[config.mk]
export PLATFORM = sky130hd
export DESIGN_NAME = avalon_csr_bank
export DESIGN_NICKNAME = d
export VERILOG_FILES = /design/src/rtl/avalon_csr_bank.sv
export SDC_FILE = /design/constraint.sdc
export NUM_CORES = 1
export LEC_CHECK = 0
export ABC_AREA = 1
export CORE_UTILIZATION = 60
export CTS_CLUSTER_SIZE = 12
export DETAILED_ROUTE_END_ITERATION = 8
export DONT_BUFFER_PORTS = 1
export PLACE_DENSITY = 0.77
export SYNTH_ARGS = -nofsm -noshare
export SYNTH_HDL_FRONTEND = slang
export SYNTH_SLANG_ARGS = --single-unit
[constraint.sdc]
create_clock -name clk -period 27.6 [get_ports clk]
set_clock_uncertainty 0.1 [all_clocks]
set_input_delay 4.14 -clock clk [delete_from_list [all_inputs] [get_ports clk]]
set_output_delay 4.14 -clock clk [all_outputs]
set_load 0.05 [all_outputs]
[src/rtl/avalon_csr_bank.sv]
// avalon_csr_bank: parametrised Avalon-MM slave register bank.
// Word map (word index = slave_address[ADDR_W-1:2]):
//   0               VERSION (read-only)
//   1               SNAP    (write bit0=1 captures stat_in; read returns capture count)
//   2               ERR     (read returns illegal-access count; any write clears it)
//   3..2+N_CTRL     control words (read/write, word 0 has self-clearing pulse bits)
//   next N_STAT     status shadow words (read-only, coherent snapshot of stat_in)
// Read latency is one cycle; readdatavalid is a single-cycle qualifier.
module avalon_csr_bank #(
    parameter int          WIDTH       = 32,
    parameter int          ADDR_W      = 6,
    parameter int          N_CTRL      = 4,
    parameter int          N_STAT      = 8,
    parameter logic [63:0] SYS_VERSION = 64'd21,
    parameter logic [63:0] CTRL_RESET  = 64'd0,
    parameter logic [63:0] PULSE_MASK  = 64'd0
) (
    input  logic                      clk,
    input  logic                      reset,
    input  logic [ADDR_W-1:0]         slave_address,
    input  logic                      slave_read,
    input  logic                      slave_write,
    input  logic [WIDTH-1:0]          slave_writedata,
    output logic [WIDTH-1:0]          slave_readdata,
    output logic                      slave_readdatavalid,
    output logic [N_CTRL*WIDTH-1:0]   ctrl_out,
    input  logic [N_STAT*WIDTH-1:0]   stat_in,
    output logic                      snap_pulse
);

    localparam int IDX_W     = ADDR_W - 2;
    localparam int CTRL_BASE = 3;
    localparam int STAT_BASE = 3 + N_CTRL;
    localparam int N_WORDS   = 3 + N_CTRL + N_STAT;

    localparam logic [WIDTH-1:0] VERSION_C = SYS_VERSION[WIDTH-1:0];
    localparam logic [WIDTH-1:0] CRESET_C  = CTRL_RESET[WIDTH-1:0];
    localparam logic [WIDTH-1:0] PMASK_C   = PULSE_MASK[WIDTH-1:0];
    localparam logic [WIDTH-1:0] ONE_C     = {{(WIDTH-1){1'b0}}, 1'b1};

    // Elaboration-time sanity checks on the parameter set.
    if (WIDTH < 8 || WIDTH > 64) begin : g_bad_width
        $error("avalon_csr_bank: WIDTH must be in 8..64");
    end
    if (N_CTRL < 1 || N_CTRL > 16) begin : g_bad_nctrl
        $error("avalon_csr_bank: N_CTRL must be in 1..16");
    end
    if (N_STAT < 1 || N_STAT > 32) begin : g_bad_nstat
        $error("avalon_csr_bank: N_STAT must be in 1..32");
    end
    if (N_WORDS > (1 << IDX_W)) begin : g_bad_map
        $error("avalon_csr_bank: word map does not fit in ADDR_W");
    end

    // ------------------------------------------------------------------
    // Address decode and access classification
    // ------------------------------------------------------------------
    logic [IDX_W-1:0] idx_s;
    logic [31:0]      idx_ext_s;
    logic             aligned_s;
    logic             mapped_s;
    logic             rd_req_s;
    logic             wr_req_s;
    logic             both_s;
    logic             is_ro_s;
    logic             legal_rd_s;
    logic             legal_wr_s;
    logic             illegal_s;
    logic             snap_wr_s;
    logic             err_clr_s;

    assign idx_s     = slave_address[ADDR_W-1:2];
    assign idx_ext_s = 32'(idx_s);
    assign aligned_s = (slave_address[1:0] == 2'b00);
    assign mapped_s  = (idx_ext_s < 32'(N_WORDS));
    assign rd_req_s  = slave_read & ~slave_write;
    assign wr_req_s  = slave_write & ~slave_read;
    assign both_s    = slave_read & slave_write;
    assign is_ro_s   = (idx_ext_s == 32'd0) ||
                       ((idx_ext_s >= 32'(STAT_BASE)) && (idx_ext_s < 32'(N_WORDS)));

    assign legal_rd_s = rd_req_s & aligned_s & mapped_s;
    assign legal_wr_s = wr_req_s & aligned_s & mapped_s & ~is_ro_s;

    // A single-direction access is illegal when misaligned, unmapped or a
    // write to a read-only word; simultaneous read+write is always illegal.
    assign illegal_s = both_s
                     | ((rd_req_s | wr_req_s) & ~(aligned_s & mapped_s))
                     | (wr_req_s & aligned_s & mapped_s & is_ro_s);

    assign snap_wr_s = legal_wr_s & (idx_ext_s == 32'd1) & slave_writedata[0];
    assign err_clr_s = legal_wr_s & (idx_ext_s == 32'd2);

    // ------------------------------------------------------------------
    // State
    // ------------------------------------------------------------------
    logic [WIDTH-1:0] ctrl_q     [N_CTRL];
    logic [WIDTH-1:0] ctrl_d     [N_CTRL];
    logic [WIDTH-1:0] shadow_q   [N_STAT];
    logic [WIDTH-1:0] shadow_d   [N_STAT];
    logic [WIDTH-1:0] snap_cnt_q;
    logic [WIDTH-1:0] snap_cnt_d;
    logic [WIDTH-1:0] err_q;
    logic [WIDTH-1:0] err_d;
    logic [WIDTH-1:0] rdata_q;
    logic [WIDTH-1:0] rdata_d;
    logic             rvalid_q;
    logic             rvalid_d;
    logic             snap_pulse_q;
    logic             snap_pulse_d;
    logic [WIDTH-1:0] rd_word_s;

    // Control word next state: legal writes load, pulse bits of word 0 self-clear.
    always_comb begin
        for (int k = 0; k < N_CTRL; k++) begin
            if (legal_wr_s && (idx_ext_s == 32'(CTRL_BASE + k))) begin
                ctrl_d[k] = slave_writedata;
            end else if (k == 0) begin
                ctrl_d[k] = ctrl_q[k] & ~PMASK_C;
            end else begin
                ctrl_d[k] = ctrl_q[k];
            end
        end
    end

    // Snapshot shadow, capture counter and capture pulse next state.
    always_comb begin
        for (int k = 0; k < N_STAT; k++) begin
            if (snap_wr_s) begin
                shadow_d[k] = stat_in[k*WIDTH +: WIDTH];
            end else begin
                shadow_d[k] = shadow_q[k];
            end
        end
        if (snap_wr_s) begin
            snap_cnt_d = snap_cnt_q + ONE_C;
        end else begin
            snap_cnt_d = snap_cnt_q;
        end
        snap_pulse_d = snap_wr_s;
    end

    // Illegal-access counter: clear on write, else saturating increment.
    always_comb begin
        if (err_clr_s) begin
            err_d = '0;
        end else if (illegal_s && (err_q != {WIDTH{1'b1}})) begin
            err_d = err_q + ONE_C;
        end else begin
            err_d = err_q;
        end
    end

    // Read multiplexer over the current register contents.
    always_comb begin
        rd_word_s = '0;
        if (idx_ext_s == 32'd0) begin
            rd_word_s = VERSION_C;
        end else if (idx_ext_s == 32'd1) begin
            rd_word_s = snap_cnt_q;
        end else if (idx_ext_s == 32'd2) begin
            rd_word_s = err_q;
        end else begin
            for (int k = 0; k < N_CTRL; k++) begin
                if (idx_ext_s == 32'(CTRL_BASE + k)) begin
                    rd_word_s = ctrl_q[k];
                end else begin
                    rd_word_s = rd_word_s;
                end
            end
            for (int k = 0; k < N_STAT; k++) begin
                if (idx_ext_s == 32'(STAT_BASE + k)) begin
                    rd_word_s = shadow_q[k];
                end else begin
                    rd_word_s = rd_word_s;
                end
            end
        end
    end

    // Read response: legal reads return the word, bad single reads return 0,
    // read+write together gives no response; data holds when idle.
    always_comb begin
        if (legal_rd_s) begin
            rdata_d = rd_word_s;
        end else if (rd_req_s) begin
            rdata_d = '0;
        end else begin
            rdata_d = rdata_q;
        end
        rvalid_d = rd_req_s;
    end

    // Register update with asynchronous active-high reset.
    always_ff @(posedge clk or posedge reset) begin
        if (reset) begin
            for (int k = 0; k < N_CTRL; k++) begin
                ctrl_q[k] <= CRESET_C;
            end
            for (int k = 0; k < N_STAT; k++) begin
                shadow_q[k] <= '0;
            end
            snap_cnt_q   <= '0;
            err_q        <= '0;
            rdata_q      <= '0;
            rvalid_q     <= 1'b0;
            snap_pulse_q <= 1'b0;
        end else begin
            for (int k = 0; k < N_CTRL; k++) begin
                ctrl_q[k] <= ctrl_d[k];
            end
            for (int k = 0; k < N_STAT; k++) begin
                shadow_q[k] <= shadow_d[k];
            end
            snap_cnt_q   <= snap_cnt_d;
            err_q        <= err_d;
            rdata_q      <= rdata_d;
            rvalid_q     <= rvalid_d;
            snap_pulse_q <= snap_pulse_d;
        end
    end

    // Output packing.
    for (genvar g = 0; g < N_CTRL; g++) begin : g_ctrl_out
        assign ctrl_out[g*WIDTH +: WIDTH] = ctrl_q[g];
    end

    assign slave_readdata      = rdata_q;
    assign slave_readdatavalid = rvalid_q;
    assign snap_pulse          = snap_pulse_q;

endmodule

# ---- After elaboration in Yosys (flattened, before gate mapping)
# Cells that the tools add are included.
dict set report word_totals {
  reg_bits 482
  latch_bits 0
  mem_bits_rw 0
  mem_bits_ro 0
  output_inout_bits 162
  mem_count 0
}
dict set report classes {
  addsub 2
  multipliers 0
  n_div 0
  n_lt_le_gt_ge 2
  eq_ne 15
  n_shift 0
  n_mux 19
  n_bitwise 21
  n_reduce_logical 11
}
# operator n
set ops {}
lappend ops {{2-to-1 mux 32 bit} 19}
lappend ops {{adder 32 x 1 -> 32 bit (second input constant)} 2}
lappend ops {{logical NOT 32 bit} 1}
lappend ops {{!= test 32 bit (second input constant)} 1}
lappend ops {{equality test 4 bit (second input constant)} 7}
lappend ops {{equality test 4 x 3 -> 1 bit (second input constant)} 4}
lappend ops {{AND 1 bit} 14}
lappend ops {{equality test 4 x 2 -> 1 bit (second input constant)} 2}
lappend ops {{logical AND 1 bit} 6}
lappend ops {{equality test 4 x 1 -> 1 bit (second input constant)} 1}
lappend ops {{greater-or-equal comparator 4 x 3 -> 1 bit (second input constant)} 1}
lappend ops {{less-than comparator 4 bit (second input constant)} 1}
lappend ops {{NOT 1 bit} 4}
lappend ops {{nonzero test 2 bit} 2}
lappend ops {{bitwise OR 1 bit} 3}
lappend ops {{logical NOT 2 bit} 1}
lappend ops {{logical OR 1 bit} 1}

# ---- Logic depth before layout (Yosys ltp)
# Gate-level depths: netlist (run 1).
dict set report depth {
  depth_word 17
  mapped_depth 16
  mapped_depth_nobuf 15
}

# ---- Least setup slack after synthesis (run 1)
# No wires, ideal clock.
dict set report synth_timing {
  path_type {input-to-reg}
  start {input port slave_address[2]}
  end {register ctrl_q, in the netlist ctrl_out[102]}
  setup_time_ns 0.125
  arrival_time_ns 5.711
  required_time_ns 27.375
  setup_slack_ns 21.664
  stages 10
  path_cell_list {buf_4 -> nand2_4 -> inv_2 -> nand3_1 -> nand2_1 -> nor2_2 -> nand3_4 -> nor2_2 -> buf_2 -> mux2_2}
}
dict set report synth_between {
  elab_chain_len 6
  elab_cells_between_ends 10
  cone_classes {order compare: 2; eq/ne: 1; bitwise: 3; reduce/logical: 4}
}
# element line
set synth_rtl {}
lappend synth_rtl {{from (decl)} 20} ;# input logic [ADDR_W-1:0] slave_address,
lappend synth_rtl {{greater-or-equal comparator 4 x 3 -> 1 bit / less-than comparator 4 bit (equally long branches)} {80, 75}}
lappend synth_rtl {{logical AND 1 bit} 80} ;# ((idx_ext_s >= 32'(STAT_BASE)) && (idx_ext_s < 32'(N_WORDS)));
lappend synth_rtl {{logical OR 1 bit} 79} ;# assign is_ro_s = (idx_ext_s == 32'd0) ||
lappend synth_rtl {{NOT 1 bit} 83} ;# assign legal_wr_s = wr_req_s & aligned_s & mapped_s & ~is_ro_s;
lappend synth_rtl {{AND 1 bit} 83}
lappend synth_rtl {{logical AND 1 bit *} 116} ;# if (legal_wr_s && (idx_ext_s == 32'(CTRL_BASE + k))) begin
lappend synth_rtl {{to (signal, indexed assignment)} 210} ;# ctrl_q[k] <= ctrl_d[k];
lappend synth_rtl {{to (decl)} 97} ;# logic [WIDTH-1:0] ctrl_q [N_CTRL];
# Mark *: on every way between the ends. The rest lies on a longest branch, timed or not.
# A chain may end at the register's enable or synchronous reset.

# ---- Worst setup path in the final report (run 1)
dict set report layout_timing {
  start {input port slave_address[3]}
  end {register shadow_q[205] in the netlist's numbering}
}
dict set report layout_between {
  elab_chain_len 7
  elab_cells_between_ends 11
  cone_classes {order compare: 2; eq/ne: 1; bitwise: 5; reduce/logical: 3}
}
# element line
set layout_rtl {}
lappend layout_rtl {{greater-or-equal comparator 4 x 3 -> 1 bit / less-than comparator 4 bit (equally long branches)} {80, 75}}
lappend layout_rtl {{logical AND 1 bit} 80}
lappend layout_rtl {{logical OR 1 bit} 79}
lappend layout_rtl {{NOT 1 bit} 83}
lappend layout_rtl {{AND 1 bit} 83}
lappend layout_rtl {{AND 1 bit * (2 in a row)} 91} ;# assign snap_wr_s = legal_wr_s & (idx_ext_s == 32'd1) & slave_writedata[0];
lappend layout_rtl {{to (signal, indexed assignment)} 213} ;# shadow_q[k] <= shadow_d[k];
lappend layout_rtl {{to (decl)} 99} ;# logic [WIDTH-1:0] shadow_q [N_STAT];
# Marked as above.

==> metrics.txt, run 1 <==
pin count of the biggest net entering global routing=275; final-report setup violation count=0; Post-DP HPWL=54.8 mm; CP Cell Sequence=inv_1 -> nand2_1 -> nor2_2 -> nand2_1 -> nor2_4 -> buf_12 -> buf_4 -> o21ai_0; cell count after synthesis=2932; cell count of the worst reg-to-reg path=12; later-pin clock latency in the skew report=0.61 ns; Worst setup EP type=flop; via count=20100; Area after DPL=23500 sq um; most frequent cells in the layout=nand2_1 (1161), dfrtp_1 (482), inv_1 (313), o21ai_0 (239), nor2_1 (126); area delta synth->final=7.89%; core region area=37800 sq um; #FFs+latches synth=482; Ys Warns=0; total track usage=39.1%; crit path to=shadow_q[205]; crit-path max cell delay=0.95 ns; post-synthesis mux area share=4.66%; CTS tree=done; Multi-input gate area=9410 sq um; commonest register cell after synthesis=dfrtp_1; # Max-Cap Violations=0; total negative slack=0 ns; die span in x=199 um; RSZ-0062 raised after global routing=no; cts hold-fix bufs=0; global-route wire length before repair=115 mm; post-CTS sizing=0; DR pass1 iterations=6; PwrDens=64.0 nW/um^2; Rel. slew slack=18.3%; R2R setup slack=24.69 ns; post-synth cell types=36; per-cell routed wire length=22.3 um; CTS Buf Count=49; final wirelength=76.1 mm; adder-cell share of the synthesized area=0.269%; clock sink count=482; Worst Path Max Fanout=274; vias per cell=5.87; gpl congestion=0.961; switching power=453 uW; critical path type=in2reg; vias in the first global route=19500; row cnt=71; crit path from=slave_address[3]; clock root buffer=clkbuf_16; grt ovf=0; Max Slew Vio Count=0; Yosys top cell by area=dfrtp_1; Final Critical Period=7.45 ns; count of final hold-check violations=0; IO Count=460; Final period util=27.0%; Reg power frac=51.3%; combinational family with the most area after synthesis=simple AND/OR/NAND/NOR gates; CP arrival=7.79 ns; Nets=3174; HP Class=reg2reg; synthesized area per cell=7.92 sq um; Critical Path RT=27.93 ns; htree depth=2; largest cells by area after synthesis=dfrtp_1 (52%), nand2_1 (19%), o21ai_0 (5.2%); starting density of the core=61.4%; Clk pwr share=40.3%; Slowest cell on crit path=buf_4; most common cell after layout, fill and taps aside=nand2_1; Sw Ratio=28.2%; Yosys top cell area share=51.9%; critical path launch point type=primary input; combinational share of power=8.4%; Leakage=0.0129 uW; r2r endpoint=err_q[10]; Reg clk slew, reported paths=0.06 ns; most used cell, CP=nand2_1; post-route ant nets=0; Buffers on Ports=0; Final Instance Area=25100 sq um; Compound-Gate Fraction of Synth Area=6.48%; Post-Synth XOR/XNOR Area=1.28%; Pint=1150 uW; fmax=134 MHz; Slew @ Worst Pin=1.22 ns; Cell Area, Synth=23200 sq um; initial antenna violation count=13; Post-synth ARST share=100%; share of cells above drive strength 1=7.49%; Seq/Total Area, Yosys=51.9%; Post-Syn Nets=3235; Clock Path Buffers=3; # fillers=3279; VDD IR max=0.0489 mV; Initial DRC Count=1766; hold_sp=shadow_q[15]; die span in y=199 um; Post-CTS Setup Inserts=0; status=finished clean; post-synthesis simple-gate area fraction=27.6%; die area=39500 sq um; DRC Markers=0; Post-synth EDFFs=0; Critical R2R Launch=err_q[0]; Register Area=12100 sq um
worst min path at each step:
stage	endpoint	slack, ns	cells past startpoint
2_1_floorplan	shadow_q[13]	0.33	2
3_3_place_gp	shadow_q[16]	0.35	2
3_5_place_dp	shadow_q[15]	0.35	2
4_1_cts	shadow_q[15]	0.37	2
5_1_grt	shadow_q[96]	0.39	2
6_report	shadow_q[15]	0.37	2
layer usage:
metal,vias to the layer above,track usage [%],part of all wire (%)
met3,260,11.5,11
met5,-,0,0.059
li1,9072,-,-
met2,1086,59.4,44
met1,9641,49.2,38
met4,6,24.6,7.2
kinds of logic (layout without fill, tap and decap cells):
family,count (synthesis),after routing
XOR/XNOR,34,34
flip-flops,482,482
adder cells (fa/ha/maj),5,5
multiplexers,96,96
AO/OA/AOI/OAI,296,296
other,0,11
AND/OR/NAND/NOR,1565,1565
buffers and inverters,454,420
flip-flops by register name, indices dropped and copies added (netlist names):
name and flops:
ctrl_out 128, slave_readdatavalid 1, err_q 32, slave_readdata 32, snap_pulse 1, shadow_q 256
snap_cnt_q 32
layout make-up:
cell class / instances / share of cell area, %
Sequential cell: 482 / 48.1
Multi-Input combinational cell: 1996 / 37.5
Clock buffer: 73 / 5.70
Inverter: 319 / 4.82
Tap cell: 511 / 2.55
Timing Repair Buffer: 23 / 0.789
Clock inverter: 5 / 0.345
Antenna cell: 11 / 0.110
synth_stat cells, types with 5 or more instances:
cell and instances:
nand2_1 1161, dfrtp_1 482, inv_1 314, o21ai_0 239, nor2_1 134, nand3_1 112
mux2_2 92, nand4_1 81, clkbuf_1 74, buf_2 50, a21oi_1 47, nor3_1 38
xor2_1 34, or2_2 9, buf_4 8, nand3b_1 6, nor2_2 6, nor4_1 6
ha_1 5
metrics by stage:
stage	power (uW)	hold slack (ns)	std cells	setup WS [ns]	util, %
floorplan	913	0.334	2932	9.91	-
global placement	962	0.348	3331	19.74	62.1
detailed placement	966	0.353	3331	19.57	62.1
CTS	1600	0.367	3409	20.20	66.1
global route	1650	0.386	3417	19.83	66.2
finish	1600	0.367	3420	20.15	66.2
power by group through the flow:
stage	clock, uW	combinational [uW]	sequential [uW]
2_1_floorplan	0	89.3	824
3_3_place_gp	0	128	834
3_5_place_dp	0	131	835
4_1_cts	651	132	822
5_1_grt	678	149	827
6_report	647	134	823
critical path: cells and delay by family:
kind | cells | cell delay [ns]
AOI/OAI and AO/OA | 1 | 0.22
buffers and inverters | 3 | 1.80
and+or+nand+nor | 4 | 1.47
(Power assumes the default switching activity.)
==> inputs of run 2 (changes only) <==
CORE_UTILIZATION = 58   (was 60)
clock period = 6.3 ns   (was 27.6 ns; I/O delays follow)
==> run 2 against run 1 <==
Worst setup slack lost 18 ns. Clock-buffer cell count grew 4. Cell count grew 0.53%. Die area grew 3.4%. Critical path depth is the same. Global-route usage shrank 1.7 points. Clock power grew to 4.6 times the previous value. Critical path type unchanged.
==> metrics.txt, run 2 (synthesis results as in run 1) <==
later-pin clock latency in the skew report=0.61 ns (about the same); placed cells=3343 (was 3331); htree depth=2 (unchanged); Rel. slew slack=16.5% (was 18.3%); Slew @ Worst Pin=1.25 ns (was 1.22 ns); PwrDens=284 nW/um^2 (was 64.0 nW/um^2); Reg clk slew, reported paths=0.06 ns (about the same); CTS Buf Count=50 (was 49); Largest register FFs=256 (unchanged); Post-CTS Setup Inserts=0 (unchanged); Final Instance Area=25200 sq um (was 25100 sq um); CTS tree=done (unchanged); switching power=2030 uW (was 453 uW); status=finished clean (unchanged); crit-path max cell delay=0.81 ns (was 0.95 ns); clock sink count=482 (unchanged); total negative slack=0 ns (unchanged); final wirelength=77.0 mm (was 76.1 mm); r2r endpoint=err_q[10] (unchanged); critical path launch point type=primary input (unchanged); CP arrival=4.08 ns (was 7.79 ns); starting density of the core=59.4% (was 61.4%); most used cell, CP=nand2_1 (unchanged); Most flops, register=shadow_q (unchanged); Critical Path RT=6.67 ns (was 27.93 ns); Setup WS pre-CTS=1.99 ns (was 19.57 ns); Register Area=12100 sq um (unchanged); die span in y=202 um (was 199 um); Final period util=58.8%; # fillers=3392 (was 3279); share of cells above drive strength 1=7.94% (was 7.49%); Final WS setup=2.59 ns (was 20.15 ns); grt ovf=0 (unchanged); initial antenna violation count=15 (was 13); Sw Ratio=28.2% (about the same); cts hold-fix bufs=0 (unchanged); area delta synth->final=8.63% (was 7.89%); post-route ant nets=0 (unchanged); Buffers on Ports=0 (unchanged); Post-DP HPWL=56.4 mm (was 54.8 mm); combinational share of power=8.2% (was 8.4%); pin count of the biggest net entering global routing=214 (was 275); Clock Path Buffers=3 (unchanged); Final Critical Period=3.71 ns; Max Slew Vio Count=0 (unchanged); Initial DRC Count=2041 (was 1766); count of final hold-check violations=0 (unchanged); most common cell after layout, fill and taps aside=nand2_1 (unchanged); post-CTS sizing=0 (unchanged); fmax=270 MHz; critical path type=in2reg (unchanged); total track usage=37.5% (was 39.1%); die area=40800 sq um (was 39500 sq um); Reg power frac=50.3% (was 51.3%); Leakage=0.0130 uW (was 0.0129 uW); Worst Path Max Fanout=95 (was 274); Worst setup EP type=flop (unchanged); final-report setup violation count=0 (unchanged); global-route wire length before repair=115 mm (about the same); RSZ-0062 raised after global routing=no (unchanged); Multi-input gate area=9410 sq um (unchanged); R2R setup slack=3.29 ns (was 24.69 ns); Critical R2R Launch=err_q[0] (unchanged); core region area=39100 sq um (was 37800 sq um); row cnt=72 (was 71); DR pass1 iterations=5 (was 6); IO Count=460 (unchanged); CP Cell Sequence=inv_1 -> nand2_1 -> nor2_2 -> nand2_1 -> nor2_4 -> buf_4 -> nand2_1 -> xor2_1 (was inv_1 -> nand2_1 -> nor2_2 -> nand2_1 -> nor2_4 -> buf_12 -> buf_4 -> o21ai_0); gpl congestion=0.978 (was 0.961); # Max-Cap Violations=0 (unchanged); via count=20100 (about the same); cell count of the worst reg-to-reg path=12 (unchanged); vias in the first global route=19400 (was 19500); die span in x=202 um (was 199 um); Slowest cell on crit path=nor2_2 (was buf_4); most frequent cells in the layout=nand2_1 (1161), dfrtp_1 (482), inv_1 (313), o21ai_0 (239), nor2_1 (126) (unchanged); DRC Markers=0 (unchanged); Finished Layout Cells=3438 (was 3420); vias per cell=5.85 (was 5.87); Nets=3180 (was 3174); HP Class=in2async (was reg2reg); Pint=5150 uW (was 1150 uW); per-cell routed wire length=22.4 um (was 22.3 um); Area after DPL=23600 sq um (was 23500 sq um); clock root buffer=clkbuf_16 (unchanged); VDD IR max=0.207 mV (was 0.0489 mV); Clk pwr share=41.5% (was 40.3%); Tot Pwr=7180 uW (was 1600 uW)
run 2: worst max-delay path by stage:
stage,start,end,slack (ns),cells after the start
final,slave_address[3],snap_cnt_q[13],2.59,8
after global routing,slave_address[3],snap_cnt_q[10],2.27,10
after CTS,slave_address[3],snap_cnt_q[10],2.61,10
after detailed placement,slave_address[3],snap_cnt_q[4],1.99,8
after global placement,slave_address[3],snap_cnt_q[4],2.09,8
after floorplan,reset,ctrl_out[0],-1.28,1
run 2: layout make-up:
type                       instances  share of cell area [%]
inverter                         319                    4.77
multi-input combinational       1996                    37.3
sequential                       482                    47.8
tap                              518                    2.57
antenna                           11                   0.109
clock inverter                     7                   0.427
timing repair buffer              28                   0.982
clock buffer                      77                    6.04
run 2: metrics by stage:
stage	utilization, %	hold slack (ns)
after CTS	64.5	0.275
after detailed placement	60.3	0.355
after floorplan	-	0.334
final	64.5	0.267
after global placement	60.3	0.349
after global routing	64.5	0.322
run 2: critical path, delay by kind of cell:
kind	cells	cell delay (ns)
buffers and inverters	2	0.92
xor gates and xnor gates	1	0.18
and+or+nand+nor	5	2.01
run 2: metal layers:
metal	up-vias	routed length [um]	track usage, %	share of wire, %
li1	9101	-	-	-
met1	9722	29600	48.0	38
met2	1070	35500	59.2	46
met3	210	7670	9.29	10
met4	8	4140	19.3	5.4
met5	-	57	0	0.074
run 2: power groups by stage:
stage	logic, uW	registers (uW)	clock network [uW]
after floorplan	391	3610	0
after global placement	561	3650	0
after detailed placement	578	3660	0
after CTS	582	3600	2990
after global routing	655	3620	3110
final	590	3610	2980
